File: config.mk
export PLATFORM = sky130hd
export DESIGN_NAME = itu656_encoder
export DESIGN_NICKNAME = d
export VERILOG_FILES = /design/src/rtl/itu656_encoder_pkg.sv /design/src/rtl/itu656_timing.sv /design/src/rtl/itu656_encoder.sv
export SDC_FILE = /design/constraint.sdc
export NUM_CORES = 1
export LEC_CHECK = 0
export ABC_CLOCK_PERIOD_IN_PS = 5000
export CAP_MARGIN = 20
export CORE_ASPECT_RATIO = 0.5
export CORE_MARGIN = 4
export CORE_UTILIZATION = 55
export CTS_CLUSTER_SIZE = 24
export DETAILED_ROUTE_END_ITERATION = 6
export PLACE_DENSITY = 0.84
export SYNTH_ARGS = -nofsm -noshare
export SYNTH_HDL_FRONTEND = slang
export SYNTH_SLANG_ARGS = --single-unit
File: constraint.sdc
create_clock -name iCLK -period 5 [get_ports iCLK]
set_clock_uncertainty 0.15 [all_clocks]
set_input_delay 0.5 -clock iCLK [delete_from_list [all_inputs] [get_ports iCLK]]
set_output_delay 0.5 -clock iCLK [all_outputs]
set_load 0.02 [all_outputs]
File: src/rtl/itu656_encoder_pkg.sv
`default_nettype none
// ============================================================================
// Module      : itu656_encoder_pkg
// Description : Shared constants, types and helpers for the BT.656 525-line
//               transmit path (also reused by the capture-side checker).
//               Contents: timing reference code length, field/V-blank line
//               boundaries, blank fill codes, byte-region type, xyz().
// Revision    : 1.0 - initial release
// ============================================================================
package itu656_encoder_pkg;

    // Length of one timing reference code (FF 00 00 XYZ)
    localparam int c_TRS_LEN   = 4;

    // Field bit: F=1 on lines >= c_F_ON and on lines < c_F_OFF
    localparam int c_F_ON      = 266;
    localparam int c_F_OFF     = 4;

    // Vertical blanking: lines < c_V_END1, and c_V_ON <= line < c_V_OFF
    localparam int c_V_END1    = 20;
    localparam int c_V_ON      = 264;
    localparam int c_V_OFF     = 283;

    // Blank codes: chroma position and luma position
    localparam logic [7:0] c_BLANK_C = 8'h80;
    localparam logic [7:0] c_BLANK_Y = 8'h10;

    // Timing reference preamble bytes
    localparam logic [7:0] c_TRS_FF  = 8'hFF;
    localparam logic [7:0] c_TRS_00  = 8'h00;

    // Which part of the line the horizontal counter is in
    typedef enum logic [1:0] {
        RGN_EAV    = 2'd0,
        RGN_FILL   = 2'd1,
        RGN_SAV    = 2'd2,
        RGN_ACTIVE = 2'd3
    } region_t;

    // Fourth byte of a timing reference code, with Hamming protection bits
    function automatic logic [7:0] xyz(input logic f, input logic v, input logic h);
        return {1'b1, f, v, h, v ^ h, f ^ h, f ^ v, f ^ v ^ h};
    endfunction

endpackage : itu656_encoder_pkg
`default_nettype wire

File: src/rtl/itu656_timing.sv
`default_nettype none
// ============================================================================
// Module      : itu656_timing
// Description : Horizontal byte counter and line counter for the BT.656
//               encoder, plus decode of F/V bits and the byte region.
// Ports       : i_clk, i_rst       - clock, synchronous active-high reset
//               o_line             - current line, 1..V_LINES
//               o_field, o_vblank  - F and V bits of the current line
//               o_region           - EAV / fill / SAV / active
//               o_code_idx         - byte index 0..3 inside EAV or SAV
//               o_odd              - parity of the byte inside fill/active
//               o_req_next         - request strobe value for the next cycle
// Revision    : 1.0 - initial release
// ============================================================================
module itu656_timing
    import itu656_encoder_pkg::*;
#(
    parameter int H_ACTIVE = 1440,
    parameter int H_BLANK  = 268,
    parameter int V_LINES  = 525
) (
    input  logic        i_clk,
    input  logic        i_rst,
    output logic [9:0]  o_line,
    output logic        o_field,
    output logic        o_vblank,
    output region_t     o_region,
    output logic [1:0]  o_code_idx,
    output logic        o_odd,
    output logic        o_req_next
);

    localparam int c_LINE_LEN  = 2 * c_TRS_LEN + H_BLANK + H_ACTIVE;
    localparam int c_SAV_START = c_TRS_LEN + H_BLANK;
    localparam int c_ACT_START = 2 * c_TRS_LEN + H_BLANK;

    localparam logic [10:0] c_LAST_H   = 11'(c_LINE_LEN - 1);
    localparam logic [10:0] c_FILL_H   = 11'(c_TRS_LEN);
    localparam logic [10:0] c_SAV_H    = 11'(c_SAV_START);
    localparam logic [10:0] c_ACT_H    = 11'(c_ACT_START);
    // Request is registered, so it is decoded one position early: high while
    // hcnt is in [last SAV byte, second-to-last active byte].
    localparam logic [10:0] c_REQ_LO   = 11'(c_ACT_START - 2);
    localparam logic [10:0] c_REQ_HI   = 11'(c_LINE_LEN - 3);
    localparam logic [9:0]  c_LAST_LN  = 10'(V_LINES);

    logic [10:0] r_hcnt;
    logic [9:0]  r_line;

    always_ff @(posedge i_clk) begin
        if (i_rst) begin
            r_hcnt <= 11'd0;
            r_line <= 10'd1;
        end else if (r_hcnt == c_LAST_H) begin
            r_hcnt <= 11'd0;
            r_line <= (r_line == c_LAST_LN) ? 10'd1 : r_line + 10'd1;
        end else begin
            r_hcnt <= r_hcnt + 11'd1;
        end
    end

    logic w_field;
    logic w_vblank;

    assign w_field  = (r_line >= 10'(c_F_ON)) || (r_line < 10'(c_F_OFF));
    assign w_vblank = (r_line < 10'(c_V_END1)) ||
                      ((r_line >= 10'(c_V_ON)) && (r_line < 10'(c_V_OFF)));

    region_t w_region;

    always_comb begin
        w_region = RGN_ACTIVE;
        if (r_hcnt < c_FILL_H) begin
            w_region = RGN_EAV;
        end else if (r_hcnt < c_SAV_H) begin
            w_region = RGN_FILL;
        end else if (r_hcnt < c_ACT_H) begin
            w_region = RGN_SAV;
        end
    end

    // EAV starts at 0 and fill at 4 (both even); SAV and active start
    // positions depend on H_BLANK, so rebase their index/parity.
    assign o_code_idx = (w_region == RGN_SAV) ? (r_hcnt[1:0] - c_SAV_H[1:0])
                                              : r_hcnt[1:0];
    assign o_odd      = (w_region == RGN_ACTIVE) ? (r_hcnt[0] ^ c_ACT_H[0])
                                                 : r_hcnt[0];
    assign o_req_next = (r_hcnt >= c_REQ_LO) && (r_hcnt <= c_REQ_HI);

    assign o_line   = r_line;
    assign o_field  = w_field;
    assign o_vblank = w_vblank;
    assign o_region = w_region;

endmodule : itu656_timing
`default_nettype wire

File: src/rtl/itu656_encoder.sv
`default_nettype none
// ============================================================================
// Module      : itu656_encoder
// Description : ITU-R BT.656 525-line byte stream generator. Inserts EAV/SAV
//               codes and blanking fill, muxes Cb/Y/Cr/Y from a 4:2:2 source,
//               clamps reserved codes 00/FF out of active video and flags
//               source underflow.
// Ports       : iCLK       - 27 MHz byte clock
//               iRST       - synchronous active-high reset
//               iYCbCr     - [15:8] Y, [7:0] chroma (source alternates Cb/Cr)
//               iValid     - source data valid, sampled with iYCbCr
//               oRequest   - read strobe, data expected one cycle later
//               oTD_DATA   - BT.656 byte stream
//               oLine      - current line number 1..525
//               oField     - F bit of the current line
//               oVBlank    - V bit of the current line
//               oUnderflow - sticky, active byte sampled with iValid low
// Revision    : 1.0 - initial release
// ============================================================================
module itu656_encoder
    import itu656_encoder_pkg::*;
#(
    parameter int H_ACTIVE = 1440,
    parameter int H_BLANK  = 268,
    parameter int V_LINES  = 525
) (
    input  logic        iCLK,
    input  logic        iRST,
    input  logic [15:0] iYCbCr,
    input  logic        iValid,
    output logic        oRequest,
    output logic [7:0]  oTD_DATA,
    output logic [9:0]  oLine,
    output logic        oField,
    output logic        oVBlank,
    output logic        oUnderflow
);

    logic [9:0] w_line;
    logic       w_field;
    logic       w_vblank;
    region_t    w_region;
    logic [1:0] w_code_idx;
    logic       w_odd;
    logic       w_req_next;

    itu656_timing #(
        .H_ACTIVE (H_ACTIVE),
        .H_BLANK  (H_BLANK),
        .V_LINES  (V_LINES)
    ) u_timing (
        .i_clk      (iCLK),
        .i_rst      (iRST),
        .o_line     (w_line),
        .o_field    (w_field),
        .o_vblank   (w_vblank),
        .o_region   (w_region),
        .o_code_idx (w_code_idx),
        .o_odd      (w_odd),
        .o_req_next (w_req_next)
    );

    logic [7:0] w_sample;
    logic [7:0] w_clamped;
    logic [7:0] w_blank;
    logic [7:0] w_byte;
    logic       w_underrun;

    // Even active positions carry chroma, odd ones carry luma
    assign w_sample   = w_odd ? iYCbCr[15:8] : iYCbCr[7:0];
    assign w_blank    = w_odd ? c_BLANK_Y : c_BLANK_C;
    assign w_underrun = (w_region == RGN_ACTIVE) && !iValid;

    // 00 and FF are reserved for timing reference codes
    always_comb begin
        w_clamped = w_sample;
        if (w_sample == 8'h00) begin
            w_clamped = 8'h01;
        end else if (w_sample == 8'hFF) begin
            w_clamped = 8'hFE;
        end
    end

    always_comb begin
        w_byte = c_BLANK_C;
        case (w_region)
            RGN_EAV, RGN_SAV: begin
                case (w_code_idx)
                    2'd0:    w_byte = c_TRS_FF;
                    2'd3:    w_byte = xyz(w_field, w_vblank, w_region == RGN_EAV);
                    default: w_byte = c_TRS_00;
                endcase
            end
            RGN_FILL: begin
                w_byte = w_blank;
            end
            RGN_ACTIVE: begin
                w_byte = iValid ? w_clamped : w_blank;
            end
            default: begin
                w_byte = c_BLANK_C;
            end
        endcase
    end

    logic [7:0] r_td;
    logic       r_req;
    logic       r_unf;
    logic [9:0] r_line;
    logic       r_field;
    logic       r_vblank;

    // Line status is a one-cycle-delayed copy of the counter, so it changes
    // on the same edge that presents the first EAV byte of the new line.
    always_ff @(posedge iCLK) begin
        if (iRST) begin
            r_td     <= c_BLANK_C;
            r_req    <= 1'b0;
            r_unf    <= 1'b0;
            r_line   <= 10'd1;
            r_field  <= 1'b1;
            r_vblank <= 1'b1;
        end else begin
            r_td     <= w_byte;
            r_req    <= w_req_next;
            r_unf    <= r_unf | w_underrun;
            r_line   <= w_line;
            r_field  <= w_field;
            r_vblank <= w_vblank;
        end
    end

    assign oTD_DATA   = r_td;
    assign oRequest   = r_req;
    assign oUnderflow = r_unf;
    assign oLine      = r_line;
    assign oField     = r_field;
    assign oVBlank    = r_vblank;

endmodule : itu656_encoder
`default_nettype wire
**Word level (Yosys, flattened, before mapping)**

Index checks and enable logic that the tools add are counted.

- Register bits after elaboration: 43
- Input port bits: 19
- Output and inout port bits: 22
- Word-level logic and storage cells: 54

- Add/subtract/negate cells: 2
- Magnitude comparators: 10
- Eq/ne operators: 7
- Mux-type cells: 11
- Bitwise operators: 5
- Reductions and logical operators: 11

Operators by type and width:

| cell | number |
|---|---|
| 8-bit two-way mux | 5 |
| 8-bit one-hot mux with 3 select lines | 1 |
| 11-bit by 9-bit less-than comparator with 1-bit output (second input constant) | 2 |
| 10-bit by 9-bit greater-or-equal comparator with 1-bit output (second input constant) | 2 |
| 8-bit one-hot mux with 2 select lines | 1 |
| 11-bit by 1-bit adder with 11-bit output (second input constant) | 1 |
| 11-bit equality test (second input constant) | 1 |
| 11-bit by 9-bit greater-or-equal comparator with 1-bit output (second input constant) | 1 |
| 11-bit less-or-equal comparator (second input constant) | 1 |
| 11-bit by 3-bit less-than comparator with 1-bit output (second input constant) | 1 |
| 10-bit by 1-bit adder with 10-bit output (second input constant) | 1 |
| 10-bit equality test (second input constant) | 1 |
| 10-bit by 3-bit less-than comparator with 1-bit output (second input constant) | 1 |
| 10-bit by 5-bit less-than comparator with 1-bit output (second input constant) | 1 |
| 10-bit by 9-bit less-than comparator with 1-bit output (second input constant) | 1 |
| 10-bit two-way mux | 1 |
| 8-bit equality test (second input constant) | 1 |
| 8-bit zero test | 1 |
| 2-bit equality test (second input constant) | 3 |
| 2-bit zero test | 2 |
| 2-bit two-way mux | 2 |
| 2-bit OR reduction | 2 |
| 1-bit bitwise XOR | 4 |
| 1-bit logical AND | 3 |
| 5 further kinds | 6 |

**Depth between registers and ports, before layout**

Gate-level depths: netlist of run 1.

- Word-level depth: 8
- Gate-level depth with buffers: 9
- Gate-level depth less buffers: 7

**Hierarchy**

Synthesis of run 1 repeated with hierarchy kept, for this count alone.

- Cells, all modules: 255
- Area, all modules: 2267.2 um2

Modules (own cells, without submodules):

| module | instances | cells each | area each (um2) | sequential area each (um2) |
|---|---|---|---|---|
| itu656_timing | 1 | 150 | 1272.5 | 420.4 |
| itu656_encoder | 1 | 105 | 994.7 | 440.4 |

**Worst setup path before layout of run 1**

Ideal clock, no wire load.

- Path kind: register to register
- Start: reg u_timing.r_hcnt[10]
- End: reg r_td[0], in the netlist oTD_DATA[0]
- Library setup time: 0.079 ns
- Arrival time: 2.278 ns
- Data required time: 4.771 ns
- Path slack: 2.492 ns
- Cell stages (with the launch flop): 8
- Path buffers: 1
- Period minus slack after synthesis: 2.508 ns
- Path through: dfxtp_1 -> or4_1 -> buf_2 -> or4_4 -> o22a_1 -> nor4_2 -> nor2_1 -> a211oi_2

- Word-level cells in the longest chain between the ends: 8
- Elaborated cells between the ends (all ways): 14
- Classes of those cells: order compare (3); eq/ne (3); mux (5); bitwise (1); reduce/logical (2)

RTL lines:

| what | line | RTL |
|---|---|---|
| from (decl) | itu656_timing.sv:47 | `logic [10:0] r_hcnt;` |
| from (signal assigned) | itu656_timing.sv:58 | `r_hcnt <= r_hcnt + 11'd1;` |
| 11-bit by 9-bit less-than comparator with 1-bit output | itu656_timing.sv:77 | `end else if (r_hcnt < c_ACT_H) begin` |
| 1-bit two-way mux | itu656_timing.sv:77 |  |
| 2-bit two-way mux | itu656_timing.sv:75 | `end else if (r_hcnt < c_SAV_H) begin` |
| 2-bit two-way mux * | itu656_timing.sv:73 | `if (r_hcnt < c_FILL_H) begin` |
| 2-bit zero test | itu656_encoder.sv:86, itu656_encoder.sv:90 |  |
| 1-bit bitwise XOR | itu656_encoder_pkg.sv:42 | `return {1'b1, f, v, h, v ^ h, f ^ h, f ^ v, f ^ v ^ h};` |
| 8-bit one-hot mux with 2 select lines | itu656_encoder.sv:88 | `case (w_code_idx)` |
| 8-bit one-hot mux with 3 select lines * | itu656_encoder.sv:86 | `case (w_region)` |
| to (signal assigned) | itu656_encoder.sv:117 | `r_td <= c_BLANK_C;` |
| to (signal assigned) | itu656_encoder.sv:124 | `r_td <= w_byte;` |
| to (decl) | itu656_encoder.sv:106 | `logic [7:0] r_td;` |

Every way passes the cells marked *; elsewhere a longest branch is shown, timed or not.
A chain may end at the register's enable or synchronous reset.

**Worst setup path in the final report of run 1**

- Start: reg u_timing.r_hcnt[0]
- End: reg u_timing.r_line[9], in the netlist u_timing.o_line[9]

- Word-level cells in the longest chain between the ends: 1

RTL lines:

| what | line | RTL |
|---|---|---|
| 11-bit equality test | itu656_timing.sv:54 | `end else if (r_hcnt == c_LAST_H) begin` |
| to (signal assigned) | itu656_timing.sv:56 | `r_line <= (r_line == c_LAST_LN) ? 10'd1 : r_line + 10'd1;` |
| to (decl) | itu656_timing.sv:48 | `logic [9:0] r_line;` |

No other way between the ends.

==> results of run 1 <==
[layout by cell type, fill, tap and decap left out, types with 2 or more instances in the layout]
master / instances
a211oi_1: 3
a21o_1: 2
a21oi_1: 17
a311oi_1: 2
and3_1: 7
clkbuf_8: 5
clkdlybuf4s50_1: 40
clkinvlp_4: 2
dfxtp_1: 43
ha_1: 7
inv_1: 9
mux2_2: 2
mux2i_1: 3
nand2_1: 9
nand2b_1: 2
nand3_1: 10
nand4_1: 8
nor2_1: 29
nor2b_1: 12
nor3_1: 6
nor4_1: 5
o21ai_0: 8
o22a_1: 2
o22ai_1: 5
o31ai_1: 2
or2_2: 5
or3_1: 5
or4_1: 2
xnor2_1: 9
xor2_1: 9
[path summary, 6_finish.rpt]
path | start | to | cells after the start
worst max-delay path | u_timing.r_hcnt[0]$_SDFF_PP0_ | u_timing.o_line[9]$_SDFFE_PP0P_ | 7
worst min-delay path | oUnderflow$_SDFF_PP0_ | oUnderflow$_SDFF_PP0_ | 2
worst max register to register | u_timing.r_hcnt[0]$_SDFF_PP0_ | u_timing.o_line[9]$_SDFFE_PP0P_ | 7
worst min register to register | oUnderflow$_SDFF_PP0_ | oUnderflow$_SDFF_PP0_ | 2
[worst max-delay path: stages (launching register included)]
cell	delay, ps
dfxtp_1	810
ha_1	510
inv_1	100
nor3_1	230
and3_1	380
nand4_1	310
or3_1	420
a21oi_1	140
[registers in the layout, summed over array words and instances (netlist names)]
name             count
u_timing.r_hcnt     11
oLine               10
u_timing.o_line     10
oTD_DATA             8
oField               1
oRequest             1
oUnderflow           1
oVBlank              1
[area by class of cell]
type,instances,area (um^2)
clock buffer,5,68.82
fill,258,945.9
clock inverter,3,23.77
tap,51,63.81
timing repair buffer,40,400.4
sequential,43,860.8
multi-input combinational,184,1187
inverter,9,33.78
[where the power goes]
part | internal, mW | switching [mW]
logic | 0.0452 | 0.0490
registers | 0.352 | 0.00791
clock network | 0.100 | 0.130
[metal layers]
layer | vias to the layer above | track usage [%] | part of all wire (%)
met3 | 11 | 6.647 | 7.5
li1 | 949 | - | -
met5 | - | 0 | 0
met4 | 0 | 6.604 | 1.5
met2 | 107 | 37.03 | 48
met1 | 921 | 27.70 | 43
[cells by family (layout without fill, tap and decap cells)]
logic type,after synthesis,after routing,share of synthesized area (%)
AO/OA/AOI/OAI,50,50,15.44
XOR/XNOR,18,18,7.369
adder cells (fa/ha/maj),7,7,4.093
buffers and inverters,24,57,4.269
flip-flops,43,43,40.23
multiplexers,5,5,2.456
AND/OR/NAND/NOR,104,104,26.14
==> key figures, run 1 <==
Status
  – Status: finished clean

Synth
  – Main synth FF type: dfxtp_1
  – Unique masters post-synth: 43
  – Count leader, synth: dfxtp_1
  – Synth area leaders: dfxtp_1 40%, nor2_1 5.1%, ha_1 4.1%
  – Gate Count Post-Synth: 251
  – Post-synth EDFFs: 0
  – Syn_area_per_cell: 8.524 um^2
  – Syn_nets: around 280
  – Top cell type by total area after synthesis: dfxtp_1
  – Seq/Total Area, Yosys: around 40%
  – Most frequent cells after synthesis: 43 x dfxtp_1, 29 x nor2_1, 17 x a21oi_1
  – Syn Std Cell Area: about 2100 um^2
  – #FFs+latches synth: 43
  – Yosys warns: 0
  – Ys async rst share: 0%
  – Synth top area share: between 40% and 50%

Final layout
  – Ant. Diodes: 0
  – Nets: between 300 and 400
  – Post-route cell area: about 2600 um^2
  – Area grow syn2layout: 23.33%
  – Post-Route Utilization: approximately three quarters
  – Non-filler cells in the finished layout: approximately 340
  – Share of cells above drive strength 1: under 10%

Die
  – Chip height: 52.11 um
  – Die Wd: between 90 and 100 um
  – Ports: 41
  – Placement Rows: 15
  – Initial core utilization: between 50 and 60%
  – Core area: about 3600 um^2
  – Die Area: between 5000 and 6000 um^2

Clocking
  – CTS buffer count: 5
  – Resized cells post-CTS: 0
  – Hold Buf Count CTS: 0
  – Post-CTS Setup Inserts: 0
  – CTS sink cnt: 43
  – Clock Tree Root: clkbuf_8
  – H-tree levels: 2
  – CTS clk-pin slew, worst paths: approximately 90 ps
  – Clock Latency Late Sink: around 290 ps
  – TritonCTS clock tree: yes
  – Clock Path Buffers: 2

STA
  – Tmin final: between 3000 and 4000 ps
  – Tcrit/Tclk final: roughly 62%
  – Fin. Hold Viols: 0
  – Max-slew headroom: about 41%
  – Pins over their slew limit: 0
  – RSZ-0062 raised after global routing: false
  – Fin worst setup slack: approximately 1900 ps
  – Setup violators final: 0
  – Setup Total Neg Slack: 0 ps
  – F_max: 320.4 MHz
  – Least-Margin Pin Slew: about 880 ps
  – Hold_ws: about 340 ps

Global route
  – Vias in the first global route: about 1900
  – First-pass GRT wire length: between 8 and 9 mm
  – Largest net degree at the start of global routing: 26
  – Initial antenna violation count: 0
  – Gr usage total: between 20 and 25%
  – Global route total overflow: 0

Critical path
  – Startpoint types: flip-flop
  – Reg2reg setup slack: about 1900 ps
  – Critical-path maximum fanout: 20
  – Worst Path Class, Setup: reg2reg
  – CP Capture Type: flip-flop
  – CP Data Required Time: 5080 ps
  – Arr. time, crit path: about 3200 ps

Placement
  – DPL Wire Length: 3.748 mm
  – Pre-CTS WS: between 2000 and 2500 ps
  – Post-DP Area: about 2500 um^2
  – Inst Count DP: approximately 330
  – Placer Congestion: 0.8905
  – Port bufs: 40

Min path
  – Type of the tightest min-delay check: reg2reg

Route
  – Final wirelength: approximately 5.3 mm
  – DRC Markers: 0
  – Drt via density: between 5 and 6
  – Vias: approximately 2000
  – Wirelength per Cell: approximately 16 um
  – TritonRoute pass-1 iters: 5
  – Drt first-iter violations: approximately 130
  – Final antenna-violating net count: 0

Power and ir drop
  – Max IR drop VDD: 0.1867 mV
  – LEAKAGE: about 0.99 nW
  – Overall Power: approximately 680 uW
  – Power density over the cells: ~260 nW/um^2

Run
  – # Max-Cap Violations: 0
Note: power is estimated with default switching activity, not from simulation.
==> run 2: changes to the inputs <==
--- a/config.mk
+++ b/config.mk
@@ -5,14 +5,14 @@
 export SDC_FILE = /design/constraint.sdc
 export NUM_CORES = 1
 export LEC_CHECK = 0
-export ABC_CLOCK_PERIOD_IN_PS = 5000
+export ABC_CLOCK_PERIOD_IN_PS = 3200
 export CAP_MARGIN = 20
 export CORE_ASPECT_RATIO = 0.5
 export CORE_MARGIN = 4
-export CORE_UTILIZATION = 55
+export CORE_UTILIZATION = 51
 export CTS_CLUSTER_SIZE = 24
 export DETAILED_ROUTE_END_ITERATION = 6
-export PLACE_DENSITY = 0.84
+export PLACE_DENSITY = 0.79
 export SYNTH_ARGS = -nofsm -noshare
 export SYNTH_HDL_FRONTEND = slang
 export SYNTH_SLANG_ARGS = --single-unit
==> constraint.sdc (replaced) <==
create_clock -name iCLK -period 3.2 [get_ports iCLK]
set_clock_uncertainty 0.15 [all_clocks]
set_input_delay 0.32 -clock iCLK [delete_from_list [all_inputs] [get_ports iCLK]]
set_output_delay 0.32 -clock iCLK [all_outputs]
set_load 0.02 [all_outputs]
==> key figures, run 2 (synthesis results as in run 1) <==
Status
  – Status: finished clean

Final layout
  – Commonest non-fill, non-tap cells in the layout: 43 x dfxtp_1, 40 x clkdlybuf4s50_1, 29 x nor2_1
  – Top reg by flops: u_timing.r_hcnt
  – Max FFs per register: 11 (unchanged)
  – Most common cell after layout, fill and taps aside: dfxtp_1
  – Share of cells above drive strength 1: 8.304% (+1.6 points)
  – Area grow syn2layout: 25.26%
  – Ant. Diodes: 0 (unchanged)
  – Post-route cell area: 2680 um^2 (+1.6%)
  – Non-filler cells in the finished layout: 343 (+2.4%)
  – Post-Route Utilization: 67.61% (-6.0 points)
  – Nets: 314 (+1.6%)

Route
  – Wirelength per Cell: 14.31 um (-8.7%)
  – Final antenna-violating net count: 0 (unchanged)
  – Drt via density: 5.566 (-6.2%)
  – Vias: 1909 (-4.0%)
  – TritonRoute pass-1 iters: 5 (unchanged)
  – Drt first-iter violations: 96 (-23%)
  – DRC Markers: 0 (unchanged)
  – Final wirelength: 4.909 mm (-6.5%)

STA
  – Setup violators final: 0 (unchanged)
  – Pins over their slew limit: 0 (unchanged)
  – RSZ-0062 raised after global routing: false
  – Fin worst setup slack: 450.3 ps (-1428 ps)
  – Fin. Hold Viols: 0 (unchanged)
  – Tmin final: 2750 ps (-371.7 ps)
  – Least-Margin Pin Slew: 639.0 ps (-236.2 ps)
  – Max-slew headroom: 57.29% (+16 points)
  – Setup Total Neg Slack: 0 ps (unchanged)
  – Hold_ws: 353.8 ps (+11.85 ps)
  – F_max: 363.7 MHz (+14%)
  – Tcrit/Tclk final: 85.93% (+24 points)

Power and ir drop
  – Sw Share: 27.32% (+0.033 points)
  – P_int: 778.8 uW (+57%)
  – Overall Power: 1.072 mW (+57%)
  – LEAKAGE: 1.018 nW (+2.6%)
  – Max IR drop VDD: 0.2314 mV (+24%)
  – Sequential power share: 52.1% (-0.5 points)
  – Switching pwr: 292.7 uW (+57%)
  – Power density over the cells: 399.8 nW/um^2 (+54%)
  – Comb power frac: 14.1% (+0.3 points)
  – Clock share of power: 33.8% (+0.2 points)

Clocking
  – Resized cells post-CTS: 0 (unchanged)
  – CTS sink cnt: 43 (unchanged)
  – TritonCTS clock tree: yes
  – CTS buffer count: 5 (unchanged)
  – Hold Buf Count CTS: 0 (unchanged)
  – Clock Tree Root: clkbuf_8
  – H-tree levels: 2 (unchanged)
  – CTS clk-pin slew, worst paths: 90 ps (about the same)
  – Post-CTS Setup Inserts: 0 (unchanged)
  – Clock Path Buffers: 2 (unchanged)
  – Clock Latency Late Sink: 310 ps (+20 ps)

Die
  – Die Area: 5358 um^2 (+6.9%)
  – Core area: 3964 um^2 (+11%)
  – Placement Rows: 16 (+1)
  – Die Wd: 99.60 um (+3.5%)
  – Initial core utilization: 53.98% (-5.7 points)
  – Chip height: 53.80 um (+3.3%)
  – Ports: 41 (unchanged)

Placement
  – Port bufs: 40 (unchanged)
  – Post-DP Area: 2587 um^2 (+1.6%)
  – Inst Count DP: 335 (+2.4%)
  – Pre-CTS WS: 493.6 ps (-1532 ps)
  – Placer Congestion: 0.8757 (-1.7%)
  – DPL Wire Length: 3.671 mm (-2.1%)

Critical path
  – Reg2reg setup slack: 450 ps (-1430 ps)
  – Reg2Reg Capture Point: oTD_DATA[0]$_SDFF_PP0_
  – FF-to-FF path depth: 6 (-1)
  – Critical-path maximum fanout: 7 (-65%)
  – Worst Path Class, Setup: reg2reg
  – Startpoint types: flip-flop
  – CP Data Required Time: 3280 ps (-1800 ps)
  – Arr. time, crit path: 2830 ps (-370 ps)
  – CP Capture Type: flip-flop
  – Critical R2R Launch: u_timing.r_hcnt[10]$_SDFF_PP0_

Global route
  – Vias in the first global route: 1796 (-4.2%)
  – First-pass GRT wire length: 8.066 mm (-6.5%)
  – Gr usage total: 19.61% (-2.6 points)
  – Global route total overflow: 0 (unchanged)
  – Largest net degree at the start of global routing: 20 (-23%)
  – Initial antenna violation count: 0 (unchanged)

Min path
  – Hold depth: 2 (unchanged)
  – Type of the tightest min-delay check: reg2reg
  – Worst hold start: oUnderflow$_SDFF_PP0_
  – Worst Hold Path EP: oUnderflow$_SDFF_PP0_

Run
  – # Max-Cap Violations: 0 (unchanged)
run 2: changes by cell type in the layout (fill, tap and decap cells not counted):
| cell | change |
|---|---|
| buf_4 | +5 |
run 2: routing by layer:
layer	global-route usage (%)	share of wire [%]	vias to the layer above
li1	-	-	956
met1	22.89	44	901
met2	34.89	49	46
met3	5.951	6.1	6
met4	7.483	0.96	0
met5	0	0	-
run 2: cell type report:
| type | instances | area, um^2 |
|---|---|---|
| inverters | 9 | 33.78 |
| flip-flops and latches | 43 | 860.8 |
| fillers | 322 | 1284 |
| well taps | 54 | 67.56 |
| clock buffers | 5 | 68.82 |
| repair buffers | 45 | 437.9 |
| clock inverters | 3 | 23.77 |
| multi-input cells | 184 | 1187 |
run 2: power by group through the flow:
stage	logic, mW	registers [mW]	clock network (mW)
after CTS	0.150	0.558	0.372
final	0.151	0.558	0.363
after global placement	0.148	0.571	0
after detailed placement	0.149	0.571	0
after global routing	0.163	0.560	0.401
after floorplan	0.0671	0.583	0
run 2: how the worst max path moves through the flow:
stage | start | cells after the start | endpoint | slack (ps)
6_report | u_timing.r_hcnt[10]$_SDFF_PP0_ | 6 | oTD_DATA[0]$_SDFF_PP0_ | 450
5_1_grt | u_timing.r_hcnt[9]$_SDFF_PP0_ | 6 | oTD_DATA[0]$_SDFF_PP0_ | 340
4_1_cts | u_timing.r_hcnt[10]$_SDFF_PP0_ | 6 | oTD_DATA[0]$_SDFF_PP0_ | 480
3_5_place_dp | u_timing.r_hcnt[10]$_SDFF_PP0_ | 6 | oTD_DATA[0]$_SDFF_PP0_ | 490
3_3_place_gp | u_timing.r_hcnt[10]$_SDFF_PP0_ | 6 | oTD_DATA[0]$_SDFF_PP0_ | 590
2_1_floorplan | u_timing.r_hcnt[10]$_SDFF_PP0_ | 7 | oTD_DATA[0]$_SDFF_PP0_ | 690
run 2: critical path, stage by stage, from the launching register on:
cell and delay, ps:
dfxtp_1 350, or4_1 670, or4_4 550, o22a_1 260, nor4_2 370, nor2_1 90
a211oi_2 220
